===== config.mk =====
export PLATFORM = sky130hd
export DESIGN_NAME = servo_angle_cmd_parser_flat
export DESIGN_NICKNAME = d
export VERILOG_FILES = /design/src/rtl/servo_angle_cmd_parser_if.sv /design/src/rtl/servo_angle_cmd_parser.sv /design/src/flat_wrapper.sv
export SDC_FILE = /design/constraint.sdc
export NUM_CORES = 1
export LEC_CHECK = 0
export ABC_AREA = 1
export ABC_CLOCK_PERIOD_IN_PS = 4200
export BUFFER_PORTS_ARGS = -buffer_cell sky130_fd_sc_hd__buf_4
export CAP_MARGIN = 10
export CORE_ASPECT_RATIO = 1.4
export CORE_MARGIN = 1
export CORE_UTILIZATION = 50
export CTS_CLUSTER_SIZE = 10
export DETAILED_ROUTE_END_ITERATION = 16
export PLACE_DENSITY = 0.74
export SYNTH_ARGS = -nofsm -noshare
export SYNTH_HDL_FRONTEND = slang
export SYNTH_SLANG_ARGS = --single-unit

===== constraint.sdc =====
create_clock -name sclk -period 4.2 [get_ports sclk]
set_clock_uncertainty 0.15 [all_clocks]
set_input_delay 0.63 -clock sclk [delete_from_list [all_inputs] [get_ports sclk]]
set_output_delay 0.63 -clock sclk [all_outputs]
set_load 0.03 [all_outputs]

===== src/rtl/servo_angle_cmd_parser_if.sv =====
// ---------------------------------------------------------------------------
// servo_angle_cmd_parser_if
//   Byte-in / angle-out bundle between the UART receive stage, the angle
//   command parser and the servo PWM stage.
//
//   rx_data  [7:0]  received byte, meaningful only while rx_valid=1
//   rx_valid        one-cycle strobe per received byte
//   angle    [8:0]  current commanded angle in degrees (registered)
//   sig_done        one-cycle strobe: angle has just been updated
//   cmd_err         one-cycle strobe: a command was discarded
//
//   master : the side feeding bytes and watching the results (UART side / bench)
//   slave  : the parser itself
// ---------------------------------------------------------------------------
interface servo_angle_cmd_parser_if;
  logic [7:0] rx_data;
  logic       rx_valid;
  logic [8:0] angle;
  logic       sig_done;
  logic       cmd_err;

  modport master (
    output rx_data,
    output rx_valid,
    input  angle,
    input  sig_done,
    input  cmd_err
  );

  modport slave (
    input  rx_data,
    input  rx_valid,
    output angle,
    output sig_done,
    output cmd_err
  );
endinterface


===== src/rtl/servo_angle_cmd_parser.sv =====
// ---------------------------------------------------------------------------
// servo_angle_cmd_parser
//   Parses ASCII decimal angle commands ("90\r", "007\n", ...) arriving one
//   byte per rx_valid strobe, range-checks them and hands a registered 9-bit
//   angle to the PWM stage together with a one-cycle sig_done strobe.
//   Malformed, too-long, out-of-range or stalled commands are dropped and
//   reported with a one-cycle cmd_err strobe; the angle keeps its old value.
//
//   Ports:
//     sclk        system clock
//     rst         asynchronous, active-high reset
//     bus.slave   rx_data/rx_valid in, angle/sig_done/cmd_err out
//
//   Parameters:
//     ANGLE_MAX    largest accepted angle (degrees)
//     ANGLE_RESET  angle presented after reset
//     TIMEOUT_CYC  sclk cycles allowed between bytes of one command
// ---------------------------------------------------------------------------
module servo_angle_cmd_parser #(
  parameter int ANGLE_MAX   = 270,
  parameter int ANGLE_RESET = 135,
  parameter int TIMEOUT_CYC = 10_000_000
) (
  input  logic                     sclk,
  input  logic                     rst,
  servo_angle_cmd_parser_if.slave  bus
);

  typedef enum logic [1:0] {
    ST_IDLE  = 2'd0,
    ST_ACCUM = 2'd1,
    ST_DRAIN = 2'd2
  } state_e;

  // Counter must be able to hold TIMEOUT_CYC-1.
  localparam int                TCNT_W     = $clog2(TIMEOUT_CYC + 1);
  localparam logic [TCNT_W-1:0] TCNT_LAST  = TCNT_W'(TIMEOUT_CYC - 1);
  localparam logic [TCNT_W-1:0] TCNT_ZERO  = {TCNT_W{1'b0}};
  localparam logic [TCNT_W-1:0] TCNT_ONE   = TCNT_W'(1);
  localparam logic [9:0]        ACC_LIMIT  = 10'(ANGLE_MAX);
  localparam logic [8:0]        ANGLE_INIT = 9'(ANGLE_RESET);

  // ASCII '0'..'9'
  function automatic logic is_digit(input logic [7:0] b);
    return (b >= 8'h30) && (b <= 8'h39);
  endfunction

  // CR or LF
  function automatic logic is_term(input logic [7:0] b);
    return (b == 8'h0D) || (b == 8'h0A);
  endfunction

  // acc*10 + d without a multiplier; only called while acc <= 99, so the
  // 10-bit result never wraps.
  function automatic logic [9:0] acc_push(input logic [9:0] acc, input logic [3:0] d);
    return (acc << 3) + (acc << 1) + {6'b000000, d};
  endfunction

  state_e            state_q,    state_d;
  logic [9:0]        acc_q,      acc_d;
  logic [1:0]        dcnt_q,     dcnt_d;
  logic [TCNT_W-1:0] tcnt_q,     tcnt_d;
  logic [8:0]        angle_q,    angle_d;
  logic              sig_done_q, sig_done_d;
  logic              cmd_err_q,  cmd_err_d;

  logic              byte_digit_s;
  logic              byte_term_s;
  logic [3:0]        byte_val_s;

  // Classify the incoming byte; the low nibble of an ASCII digit is its value.
  always_comb begin
    byte_digit_s = is_digit(bus.rx_data);
    byte_term_s  = is_term(bus.rx_data);
    byte_val_s   = bus.rx_data[3:0];
  end

  // Next-state and output logic of the parser FSM.
  always_comb begin
    state_d    = state_q;
    acc_d      = acc_q;
    dcnt_d     = dcnt_q;
    tcnt_d     = tcnt_q;
    angle_d    = angle_q;
    sig_done_d = 1'b0;
    cmd_err_d  = 1'b0;

    if (bus.rx_valid) begin
      // A byte always restarts the inter-byte timer; it also wins over a
      // timeout that would expire in this very cycle.
      tcnt_d = TCNT_ZERO;
      case (state_q)
        ST_IDLE: begin
          if (byte_digit_s) begin
            acc_d   = {6'b000000, byte_val_s};
            dcnt_d  = 2'd1;
            state_d = ST_ACCUM;
          end else if (byte_term_s) begin
            // Stray CR/LF (second half of CR LF, blank line) is harmless.
            state_d = ST_IDLE;
          end else begin
            cmd_err_d = 1'b1;
            state_d   = ST_DRAIN;
          end
        end

        ST_ACCUM: begin
          if (byte_digit_s) begin
            if (dcnt_q != 2'd3) begin
              acc_d  = acc_push(acc_q, byte_val_s);
              dcnt_d = dcnt_q + 2'd1;
            end else begin
              // Fourth digit: the command is too long.
              cmd_err_d = 1'b1;
              acc_d     = 10'd0;
              dcnt_d    = 2'd0;
              state_d   = ST_DRAIN;
            end
          end else if (byte_term_s) begin
            // Compare on all 10 bits so 512..999 are not folded into range.
            if (acc_q <= ACC_LIMIT) begin
              angle_d    = acc_q[8:0];
              sig_done_d = 1'b1;
            end else begin
              cmd_err_d  = 1'b1;
            end
            acc_d   = 10'd0;
            dcnt_d  = 2'd0;
            state_d = ST_IDLE;
          end else begin
            cmd_err_d = 1'b1;
            acc_d     = 10'd0;
            dcnt_d    = 2'd0;
            state_d   = ST_DRAIN;
          end
        end

        ST_DRAIN: begin
          // Rest of a rejected command is swallowed silently up to its end.
          if (byte_term_s) begin
            state_d = ST_IDLE;
          end else begin
            state_d = ST_DRAIN;
          end
        end

        default: begin
          acc_d   = 10'd0;
          dcnt_d  = 2'd0;
          state_d = ST_IDLE;
        end
      endcase
    end else if (state_q != ST_IDLE) begin
      if (tcnt_q == TCNT_LAST) begin
        // Command stalled: abandon it. Only a half-parsed number is worth
        // reporting; a command already being drained was reported earlier.
        cmd_err_d = (state_q == ST_ACCUM);
        acc_d     = 10'd0;
        dcnt_d    = 2'd0;
        tcnt_d    = TCNT_ZERO;
        state_d   = ST_IDLE;
      end else begin
        tcnt_d = tcnt_q + TCNT_ONE;
      end
    end else begin
      tcnt_d = TCNT_ZERO;
    end
  end

  // State, datapath and output registers.
  always_ff @(posedge sclk or posedge rst) begin
    if (rst) begin
      state_q    <= ST_IDLE;
      acc_q      <= 10'd0;
      dcnt_q     <= 2'd0;
      tcnt_q     <= TCNT_ZERO;
      angle_q    <= ANGLE_INIT;
      sig_done_q <= 1'b0;
      cmd_err_q  <= 1'b0;
    end else begin
      state_q    <= state_d;
      acc_q      <= acc_d;
      dcnt_q     <= dcnt_d;
      tcnt_q     <= tcnt_d;
      angle_q    <= angle_d;
      sig_done_q <= sig_done_d;
      cmd_err_q  <= cmd_err_d;
    end
  end

  assign bus.angle    = angle_q;
  assign bus.sig_done = sig_done_q;
  assign bus.cmd_err  = cmd_err_q;

endmodule


===== src/flat_wrapper.sv =====
// flat-port wrapper written by rule: the top's interface ports become plain ports
module servo_angle_cmd_parser_flat 
#(
  parameter int ANGLE_MAX   = 270,
  parameter int ANGLE_RESET = 135,
  parameter int TIMEOUT_CYC = 10_000_000
)
  (sclk, rst, bus_rx_data, bus_rx_valid, bus_angle, bus_sig_done, bus_cmd_err);
  servo_angle_cmd_parser_if bus_i ();
  input  logic sclk;
  input  logic rst;
  input wire logic [$bits(bus_i.rx_data)-1:0] bus_rx_data;
  input wire logic [$bits(bus_i.rx_valid)-1:0] bus_rx_valid;
  output wire logic [$bits(bus_i.angle)-1:0] bus_angle;
  output wire logic [$bits(bus_i.sig_done)-1:0] bus_sig_done;
  output wire logic [$bits(bus_i.cmd_err)-1:0] bus_cmd_err;
  assign bus_i.rx_data = bus_rx_data;
  assign bus_i.rx_valid = bus_rx_valid;
  assign bus_angle = bus_i.angle;
  assign bus_sig_done = bus_i.sig_done;
  assign bus_cmd_err = bus_i.cmd_err;
  servo_angle_cmd_parser #(.ANGLE_MAX(ANGLE_MAX), .ANGLE_RESET(ANGLE_RESET), .TIMEOUT_CYC(TIMEOUT_CYC)) u_core (.sclk(sclk), .rst(rst), .bus(bus_i));
endmodule

==> impl_metrics.json, run 1 <==
{
  "start_util": 0.5260,
  "route.vias.total": 2929,
  "clockRootBuffer": "clkbuf_8",
  "slew_headroom": 0.3302,
  "synth_area_sq_um": 3312,
  "cap_violations": 0,
  "cts_tree": "built",
  "syn-instance-count": 462,
  "viasPerCell": 5.259,
  "dpl.hpwl_mm": 5.776,
  "p_seq_frac": 0.508,
  "groute.usage.overall": 0.2393,
  "die_x_microns": 70.79,
  "fmax_mhz": 413.9,
  "overflow": 0,
  "hold_class": "flip-flop to flip-flop",
  "min-delay-start": "u_core.bus.angle[7]$_DFFE_PP1P_",
  "period_share": 0.5753,
  "fp-row-count": 34,
  "post_cts_buffers": 0,
  "power_density_nw_per_um2": 271.4,
  "grt_max_degree": 50,
  "status": "complete, no violations",
  "worstSetupPathType": "flip-flop to flip-flop",
  "syn2layout_area_growth_pct": 9.558,
  "cts.sinks": 49,
  "port_buffers": 21,
  "cp.arrival_ns": 2.46,
  "ff2ff_setup_slack_ns": 1.78,
  "numCtsBuffers": 5,
  "ys_warn_count": 0,
  "avgSynthCellArea_sq_um": 7.169,
  "io-pin-count": 22,
  "final_layout_size_suffix_gt1_frac": 0.1278,
  "drtIter0Drc": 159,
  "worst_pin_slew_ns": 1.003,
  "ctsResizeCount": 0,
  "ant_nets": 0,
  "drt_pass1_iterations": 5,
  "core_sq_um": 6296,
  "yosys_most_used_dff": "dfrtp_1",
  "reg2reg_from": "u_core.acc_q[0]$_DFFE_PP0P_",
  "clkPwrFrac": 0.360,
  "yosysSeqAreaShare": 0.3717,
  "path_clk_slew_ns": 0.09,
  "postCtsHoldBufs": 0,
  "dieArea_sq_um": 6958,
  "place_worst_setup_slack_ns": 1.500,
  "wl_per_cell_microns": 13.19,
  "p_comb_frac": 0.131,
  "wirelength_mm": 7.346,
  "synth-edff-count": 0,
  "worstSetupStartpointType": "flip-flop",
  "n_fill_cell": 638,
  "hold_end": "u_core.bus.angle[7]$_DFFE_PP1P_",
  "synth_fp_nets": 491,
  "setup-violations-final": 0,
  "finalMaxSlewViolations": 0,
  "fin_ws_ns": 1.784,
  "grt_pass1_wl_mm": 13.39,
  "hold_depth": 2,
  "clk_latency_ns": 0.30,
  "grt_pass1_vias": 3025,
  "antennaDiodeCount": 0,
  "drc": 0,
  "p_int_uw": 724.8,
  "leakagePower_nw": 1.813,
  "htreeDepth": 2,
  "rsz0062_at_grt": "no",
  "period_minus_slack_ns": 2.416,
  "postSynth.asyncResetShare": 1.000,
  "critPathMaxFanout": 5,
  "r2r-end": "u_core.acc_q[8]$_DFFE_PP0P_",
  "finalHoldViolCount": 0,
  "peakVddDrop_uv": 164.0,
  "final_nets": 513,
  "worstRegToRegCells": 9,
  "tns_ns": 0,
  "end_kind": "flip-flop",
  "fin_util": 0.5763,
  "worstPathRequired_ns": 4.24,
  "place.gp.congestion": 0.9566,
  "p_sw_uw": 259.8,
  "synth_seq_cells": 49,
  "yosysUniqueCellTypes": 30,
  "cts_buffer_depth": 2,
  "sw_frac_of_total": 0.2639,
  "antenna_found_initial": 0,
  "die_y_microns": 98.30
}
==> state kept, by name, indices dropped and copies added, names as in the netlist <==
name and cells:
u_core.bus.sig_done 1, u_core.bus.angle 9, u_core.acc_q 10, u_core.tcnt_q 24, u_core.state_q 2, u_core.dcnt_q 2
u_core.bus.cmd_err 1
==> how the worst max path moves through the flow <==
stage / slack (ns) / end / cells after the start / startpoint
finish: 1.78 / u_core.acc_q[8]$_DFFE_PP0P_ / 9 / u_core.acc_q[0]$_DFFE_PP0P_
global route: 1.59 / u_core.acc_q[8]$_DFFE_PP0P_ / 9 / u_core.acc_q[0]$_DFFE_PP0P_
CTS: 1.78 / u_core.acc_q[8]$_DFFE_PP0P_ / 9 / u_core.acc_q[0]$_DFFE_PP0P_
detailed placement: 1.50 / u_core.acc_q[8]$_DFFE_PP0P_ / 10 / bus_rx_data[3]
global placement: 1.52 / u_core.acc_q[8]$_DFFE_PP0P_ / 10 / bus_rx_data[3]
floorplan: 1.68 / u_core.acc_q[8]$_DFFE_PP0P_ / 9 / bus_rx_data[3]
==> per-layer routing <==
metal | GRT usage | wire (microns) | up-vias | share of wire
met5 | 0 | 0 | - | 0
met4 | 0.1015 | 216 | 0 | 0.029
met3 | 0.02374 | 165 | 14 | 0.022
met2 | 0.4504 | 3995 | 54 | 0.54
met1 | 0.2694 | 2969 | 1361 | 0.40
li1 | - | - | 1500 | -
==> layout by cell type, fill, tap and decap left out, drive strengths merged, types with 2 or more instances in the layout <==
cell / netlist / routed
nand2: 142 / 142
nor2: 72 / 72
inv: 60 / 60
nand3: 46 / 46
dfrtp: 45 / 45
buf: 5 / 21
o21ai: 16 / 16
ha: 16 / 16
xor2: 14 / 14
nor3: 11 / 11
nand4: 9 / 9
a21oi: 7 / 7
clkbuf: 1 / 6
or2: 4 / 4
dfstp: 4 / 4
nand3b: 2 / 2
o21bai: 2 / 2
xnor2: 2 / 2
fa: 2 / 2
==> metrics by stage <==
stage	power (mW)	instances	cell area, sq um	hold WS [ns]
finish	0.9847	557	3628	0.3368
global route	1.040	557	3628	0.3568
CTS	0.9946	557	3628	0.3396
detailed placement	0.6408	549	3508	0.3260
global placement	0.6352	549	3508	0.3149
floorplan	0.6045	462	3312	0.3187
==> cells by family after synthesis <==
kind of cell | count (synthesis) | share of synthesized area
adders and majority gates | 18 | 0.07253
AOI/OAI and AO/OA | 27 | 0.04382
xor gates and xnor gates | 16 | 0.04231
buffers and inverters | 66 | 0.08349
DFF | 49 | 0.3717
and+or+nand+nor | 286 | 0.3861
==> cell type report <==
class | count | area [sq um] | share of cell area
Clock inverter | 2 | 37.54 | 0.01034
Clock buffer | 6 | 82.58 | 0.02276
Tap cell | 72 | 90.09 | 0.02483
Multi-Input combinational cell | 347 | 1804 | 0.4972
Timing Repair Buffer | 21 | 157.7 | 0.04345
Sequential cell | 49 | 1231 | 0.3393
Inverter | 60 | 225.2 | 0.06207
==> synth_stat cells, types with 3 or more instances <==
cell     count  area share
nand4_1      8       0.015
nor3_1      11       0.017
inv_1       58       0.066
dfstp_2      4       0.032
nand3_1     42       0.063
nand3_2      4       0.012
o21ai_0     16       0.024
nor2_2      11       0.021
ha_1        16       0.060
or2_2        4      0.0076
nor2_1      57       0.065
nand2_1    140        0.16
dfrtp_1     45        0.34
nor2_4       4       0.014
buf_2        3      0.0045
a21oi_1      7       0.011
xor2_1      14       0.037
==> critical path, cell delays in order (launching register included) <==
cell and delay (ns):
dfrtp_1 0.45, inv_1 0.09, fa_1 0.50, inv_1 0.07
fa_1 0.47, nand4_1 0.11, nand3_1 0.08, or2_2 0.28
nand3_1 0.07, nand2_1 0.05
==> power by group through the flow <==
| stage | Combinational, mW | Sequential, mW | Clock [mW] |
|---|---|---|---|
| final | 0.129 | 0.501 | 0.355 |
| after global routing | 0.152 | 0.503 | 0.385 |
| after CTS | 0.132 | 0.500 | 0.363 |
| after detailed placement | 0.131 | 0.510 | 0 |
| after global placement | 0.126 | 0.509 | 0 |
| after floorplan | 0.0995 | 0.505 | 0 |
Power figures use the tool's default switching activity.
==> run 2, diff against run 1 <==
--- a/config.mk
+++ b/config.mk
@@ -6,7 +6,7 @@
 export NUM_CORES = 1
 export LEC_CHECK = 0
 export ABC_AREA = 1
-export ABC_CLOCK_PERIOD_IN_PS = 4200
+export ABC_CLOCK_PERIOD_IN_PS = 2500
 export BUFFER_PORTS_ARGS = -buffer_cell sky130_fd_sc_hd__buf_4
 export CAP_MARGIN = 10
 export CORE_ASPECT_RATIO = 1.4
==> constraint.sdc (replaced) <==
create_clock -name sclk -period 2.5 [get_ports sclk]
set_clock_uncertainty 0.15 [all_clocks]
set_input_delay 0.375 -clock sclk [delete_from_list [all_inputs] [get_ports sclk]]
set_output_delay 0.375 -clock sclk [all_outputs]
set_load 0.03 [all_outputs]
==> run 2 against run 1 <==
Compared with the run above:
- utilization increased by 0.70 points
- combinational power grew 85%
- cell count up 0.72%
- highest routed layer unchanged
- worst setup slack lost 1.5 ns
- critical endpoint unchanged
- power is 77% higher
- critical path depth unchanged
==> impl_metrics.json, run 2 (synthesized netlist as in run 1, its figures left out) <==
{
  "largest_register": "u_core.tcnt_q",
  "antenna_found_initial": 0,
  "n_fill_cell": 596,
  "largest_reg_flops": 24,
  "ant_nets": 0,
  "overflow": 0,
  "worstSetupStartpointType": "flip-flop",
  "critPathSlowestCell": "fa_1",
  "period_share": 0.8939,
  "path_buf_inv": 2,
  "dpl.hpwl_mm": 5.826,
  "slew_headroom": 0.5813,
  "final_common_cell": "nand2_1",
  "finalHoldViolCount": 0,
  "fp-row-count": 34,
  "worstPathRequired_ns": 2.55,
  "postCtsHoldBufs": 0,
  "groute.usage.overall": 0.2388,
  "ctsResizeCount": 0,
  "final_layout_size_suffix_gt1_frac": 0.1350,
  "critPathMaxFanout": 2,
  "antennaDiodeCount": 0,
  "place.gp.congestion": 0.9508,
  "worstSetupPathType": "flip-flop to flip-flop",
  "fmax_mhz": 447.5,
  "finalMaxSlewViolations": 0,
  "clockRootBuffer": "clkbuf_8",
  "viasPerCell": 5.132,
  "finalPower_mw": 1.743,
  "path_clk_slew_ns": 0.10,
  "io-pin-count": 22,
  "design_area_sq_um": 3672,
  "cp.arrival_ns": 2.29,
  "period_minus_slack_ns": 2.235,
  "syn2layout_area_growth_pct": 10.88,
  "critPathLaunch": "u_core.acc_q[0]$_DFFE_PP0P_",
  "hold_class": "primary input to asynchronous set/reset pin",
  "path_cells": "inv_1 > fa_1 > inv_1 > fa_1 > nand4_1 > nand3_1 > or2_2 > nand3_1 > nand2_1",
  "clk_latency_ns": 0.30,
  "drt_pass1_iterations": 4,
  "cp_top_family": "adder cells",
  "post_cts_buffers": 0,
  "max_stage_delay_ns": 0.50,
  "core_sq_um": 6296,
  "numCtsBuffers": 5,
  "reg2reg_from": "u_core.acc_q[0]$_DFFE_PP0P_",
  "placed_area_sq_um": 3538,
  "die_y_microns": 98.30,
  "dieArea_sq_um": 6958,
  "leakagePower_nw": 1.845,
  "start_util": 0.5260,
  "rsz0062_at_grt": "no",
  "status": "complete, no violations",
  "peakVddDrop_uv": 237.6,
  "wl_per_cell_microns": 13.36,
  "htreeDepth": 2,
  "tns_ns": 0,
  "route.vias.total": 2879,
  "final_cell_mix": "nand2_1 (140), inv_1 (57), nor2_1 (57)",
  "end_kind": "flip-flop",
  "drc": 0,
  "power_density_nw_per_um2": 474.7,
  "cts.sinks": 49,
  "final_nets": 517,
  "grt_pass1_wl_mm": 13.18,
  "cap_violations": 0,
  "place_worst_setup_slack_ns": 0.09931,
  "worst_pin_slew_ns": 0.6281,
  "wirelength_mm": 7.494,
  "die_x_microns": 70.79,
  "drtIter0Drc": 134,
  "cts_tree": "built",
  "grt_pass1_vias": 2924,
  "fin_ws_ns": 0.2652,
  "grt_max_degree": 50,
  "setup-violations-final": 0,
  "cts_buffer_depth": 2,
  "port_buffers": 21
}
[run 2: per-stage QoR]
stage               hold slack, ns    util  std cells
finish                     0.07733  0.5833        561
global route                0.1253  0.5833        561
CTS                         0.1057  0.5833        561
detailed placement          0.3225  0.5620        553
global placement            0.3154  0.5620        553
floorplan                   0.3187       -        462
[run 2: worst min-delay path, stage by stage]
cell and delay (ns):
buf_4 0.11, inv_2 0.03, buf_4 0.50
[run 2: layer usage]
| metal | vias to the layer above | part of all wire | track usage |
|---|---|---|---|
| li1 | 1501 | - | - |
| met1 | 1298 | 0.42 | 0.2738 |
| met2 | 55 | 0.52 | 0.4290 |
| met3 | 25 | 0.021 | 0.02477 |
| met4 | 0 | 0.043 | 0.1308 |
| met5 | - | 0 | 0 |
[run 2: path summary, 6_finish.rpt]
check                                                  end  slack [ns]  cells after the start
setup / recovery               u_core.acc_q[8]$_DFFE_PP0P_        0.27                      9
setup reg to reg               u_core.acc_q[8]$_DFFE_PP0P_        0.27                      9
max in group asynchronous      u_core.tcnt_q[17]$_DFF_PP0_        1.69                      3
min in group sclk              u_core.tcnt_q[23]$_DFF_PP0_        0.17                      2
hold / removal                 u_core.acc_q[7]$_DFFE_PP0P_        0.08                      3
hold reg to reg            u_core.bus.angle[1]$_DFFE_PP1P_        0.34                      2
[run 2: cell type report]
| class | count | area, sq um | share of cell area |
|---|---|---|---|
| inverter | 60 | 225.2 | 0.06133 |
| multi-input combinational | 347 | 1804 | 0.4913 |
| sequential | 49 | 1231 | 0.3353 |
| clock buffer | 5 | 68.82 | 0.01874 |
| timing repair buffer | 25 | 187.7 | 0.05111 |
| clock inverter | 3 | 65.06 | 0.01772 |
| tap | 72 | 90.09 | 0.02453 |
[run 2: where the power goes]
group	switching [mW]	leakage, nW	internal, mW
registers	0.0230	0.661	0.812
logic	0.149	1.12	0.0902
clock network	0.272	0.0681	0.398
total	0.444	1.84	1.30
==> run 3, diff against run 2 <==
--- a/config.mk
+++ b/config.mk
@@ -7,7 +7,7 @@
 export LEC_CHECK = 0
 export ABC_AREA = 1
 export ABC_CLOCK_PERIOD_IN_PS = 2500
-export BUFFER_PORTS_ARGS = -buffer_cell sky130_fd_sc_hd__buf_4
+export BUFFER_PORTS_ARGS = -buffer_cell sky130_fd_sc_hd__clkbuf_2
 export CAP_MARGIN = 10
 export CORE_ASPECT_RATIO = 1.4
 export CORE_MARGIN = 1
==> run 3 against run 2 <==
Compared with the run above:
- global-route usage grew 0.081 points
- power shrank 11%
- worst hold slack gained 0.17 ns
- die area is the same
- largest power group unchanged
==> impl_metrics.json, run 3 (synthesized netlist as in run 1, its figures left out) <==
{
  "cts.sinks": 49,
  "peakVddDrop_uv": 280.6,
  "critPathMaxFanout": 2,
  "grt_pass1_vias": 2927,
  "wirelength_mm": 7.510,
  "final_cell_mix": "nand2_1 (140), inv_1 (57), nor2_1 (57)",
  "viasPerCell": 5.239,
  "post_cts_buffers": 0,
  "cp.arrival_ns": 2.30,
  "grt_pass1_wl_mm": 13.25,
  "place.gp.congestion": 0.9593,
  "p_comb_frac": 0.149,
  "drtIter0Drc": 94,
  "io-pin-count": 22,
  "final_layout_size_suffix_gt1_frac": 0.1362,
  "worstRegToRegCells": 9,
  "route.vias.total": 2955,
  "antenna_found_initial": 0,
  "worstSetupStartpointType": "flip-flop",
  "placed_area_sq_um": 3501,
  "setup-violations-final": 0,
  "leakagePower_nw": 1.812,
  "path_clk_slew_ns": 0.10,
  "cap_violations": 0,
  "groute.usage.overall": 0.2397,
  "overflow": 0,
  "slew_headroom": 0.6233,
  "largest_reg_flops": 24,
  "drc": 0,
  "clockRootBuffer": "clkbuf_8",
  "die_x_microns": 70.79,
  "place_worst_setup_slack_ns": 0.06454,
  "core_sq_um": 6296,
  "design_area_sq_um": 3598,
  "hold_class": "primary input to flip-flop",
  "status": "complete, no violations",
  "worstPathRequired_ns": 2.56,
  "p_int_mw": 1.096,
  "fin_ws_ns": 0.2577,
  "antennaDiodeCount": 0,
  "fp-row-count": 34,
  "numCtsBuffers": 5,
  "htreeDepth": 2,
  "sw_frac_of_total": 0.2912,
  "power_density_nw_per_um2": 429.6,
  "p_seq_frac": 0.540,
  "n_fill_cell": 627,
  "period_minus_slack_ns": 2.242,
  "final_common_cell": "nand2_1",
  "tns_ns": 0,
  "start_util": 0.5260,
  "fmax_mhz": 446.0,
  "dieArea_sq_um": 6958,
  "worstSetupPathType": "flip-flop to flip-flop",
  "finalHoldViolCount": 0,
  "cts_tree": "built",
  "die_y_microns": 98.30,
  "worst_pin_slew_ns": 0.5642,
  "largest_register": "u_core.tcnt_q",
  "p_sw_uw": 450.1,
  "wl_per_cell_microns": 13.32,
  "rsz0062_at_grt": "no",
  "final_nets": 520,
  "finalMaxSlewViolations": 0,
  "syn2layout_area_growth_pct": 8.651,
  "dpl.hpwl_mm": 6.035,
  "period_share": 0.8969,
  "end_kind": "flip-flop",
  "clk_latency_ns": 0.31,
  "hold_ws_ns": 0.2511,
  "cts_buffer_depth": 2,
  "port_buffers": 21,
  "hold_depth": 5,
  "drt_pass1_iterations": 4,
  "ant_nets": 0,
  "grt_max_degree": 29,
  "clkPwrFrac": 0.310
}
run 3: cell types whose count changed in the layout (fill, tap and decap cells not counted), sizes merged:
cell | before | now
clkbuf | 5 | 27
buf | 25 | 6
bufinv | 2 | 0
clkinvlp | 0 | 2
clkinv | 1 | 0
dlygate4sd3 | 0 | 1
run 3: what timing repair did:
action	in CTS	in global routing
hold buffers	1	0
endpoints found under the hold margin	23	0
gates resized for setup	0	0
run 3: final timing paths:
kind                       slack, ns                              end                       startpoint
setup reg to reg                0.26      u_core.acc_q[8]$_DFFE_PP0P_      u_core.acc_q[0]$_DFFE_PP0P_
min in group asynchronous       0.50  u_core.bus.angle[8]$_DFFE_PP0P_                              rst
setup / recovery                0.26      u_core.acc_q[8]$_DFFE_PP0P_      u_core.acc_q[0]$_DFFE_PP0P_
hold / removal                  0.25      u_core.acc_q[0]$_DFFE_PP0P_                   bus_rx_data[0]
max in group asynchronous       1.05  u_core.bus.angle[0]$_DFFE_PP1P_                              rst
hold reg to reg                 0.35  u_core.bus.angle[2]$_DFFE_PP1P_  u_core.bus.angle[2]$_DFFE_PP1P_
run 3: power by group through the flow:
stage	combinational, mW	clock (mW)	sequential [mW]
CTS	0.235	0.480	0.835
detailed placement	0.233	0	0.850
finish	0.231	0.480	0.835
global route	0.272	0.518	0.839
floorplan	0.167	0	0.848
global placement	0.226	0	0.849
run 3: final cells by class:
class,count,area [sq um],share of cell area
repair buffers,28,160.2,0.04451
multi-input cells,347,1804,0.5014
well taps,72,90.09,0.02503
inverters,60,225.2,0.06259
flip-flops and latches,49,1231,0.3421
clock buffers,6,72.57,0.02017
clock inverters,2,15.01,0.004172
run 3: critical path, stage by stage, from the launching register on:
cell and delay (ns):
dfrtp_1 0.36, inv_1 0.06, fa_1 0.49, inv_1 0.07
fa_1 0.44, nand4_1 0.10, nand3_1 0.08, or2_2 0.28
nand3_1 0.07, nand2_1 0.05
run 3: metrics by stage:
stage,total power [mW],instances,utilization
final,1.546,564,0.5715
after global routing,1.629,564,0.5715
after CTS,1.550,564,0.5715
after detailed placement,1.084,555,0.5560
after global placement,1.075,555,0.5560
after floorplan,1.015,462,-
run 3: routing by layer:
| metal | global-route usage | routed length, microns |
|---|---|---|
| met5 | 0 | 0 |
| met4 | 0.1138 | 227 |
| met3 | 0.02167 | 147 |
| met2 | 0.4527 | 4097 |
| met1 | 0.2644 | 3037 |
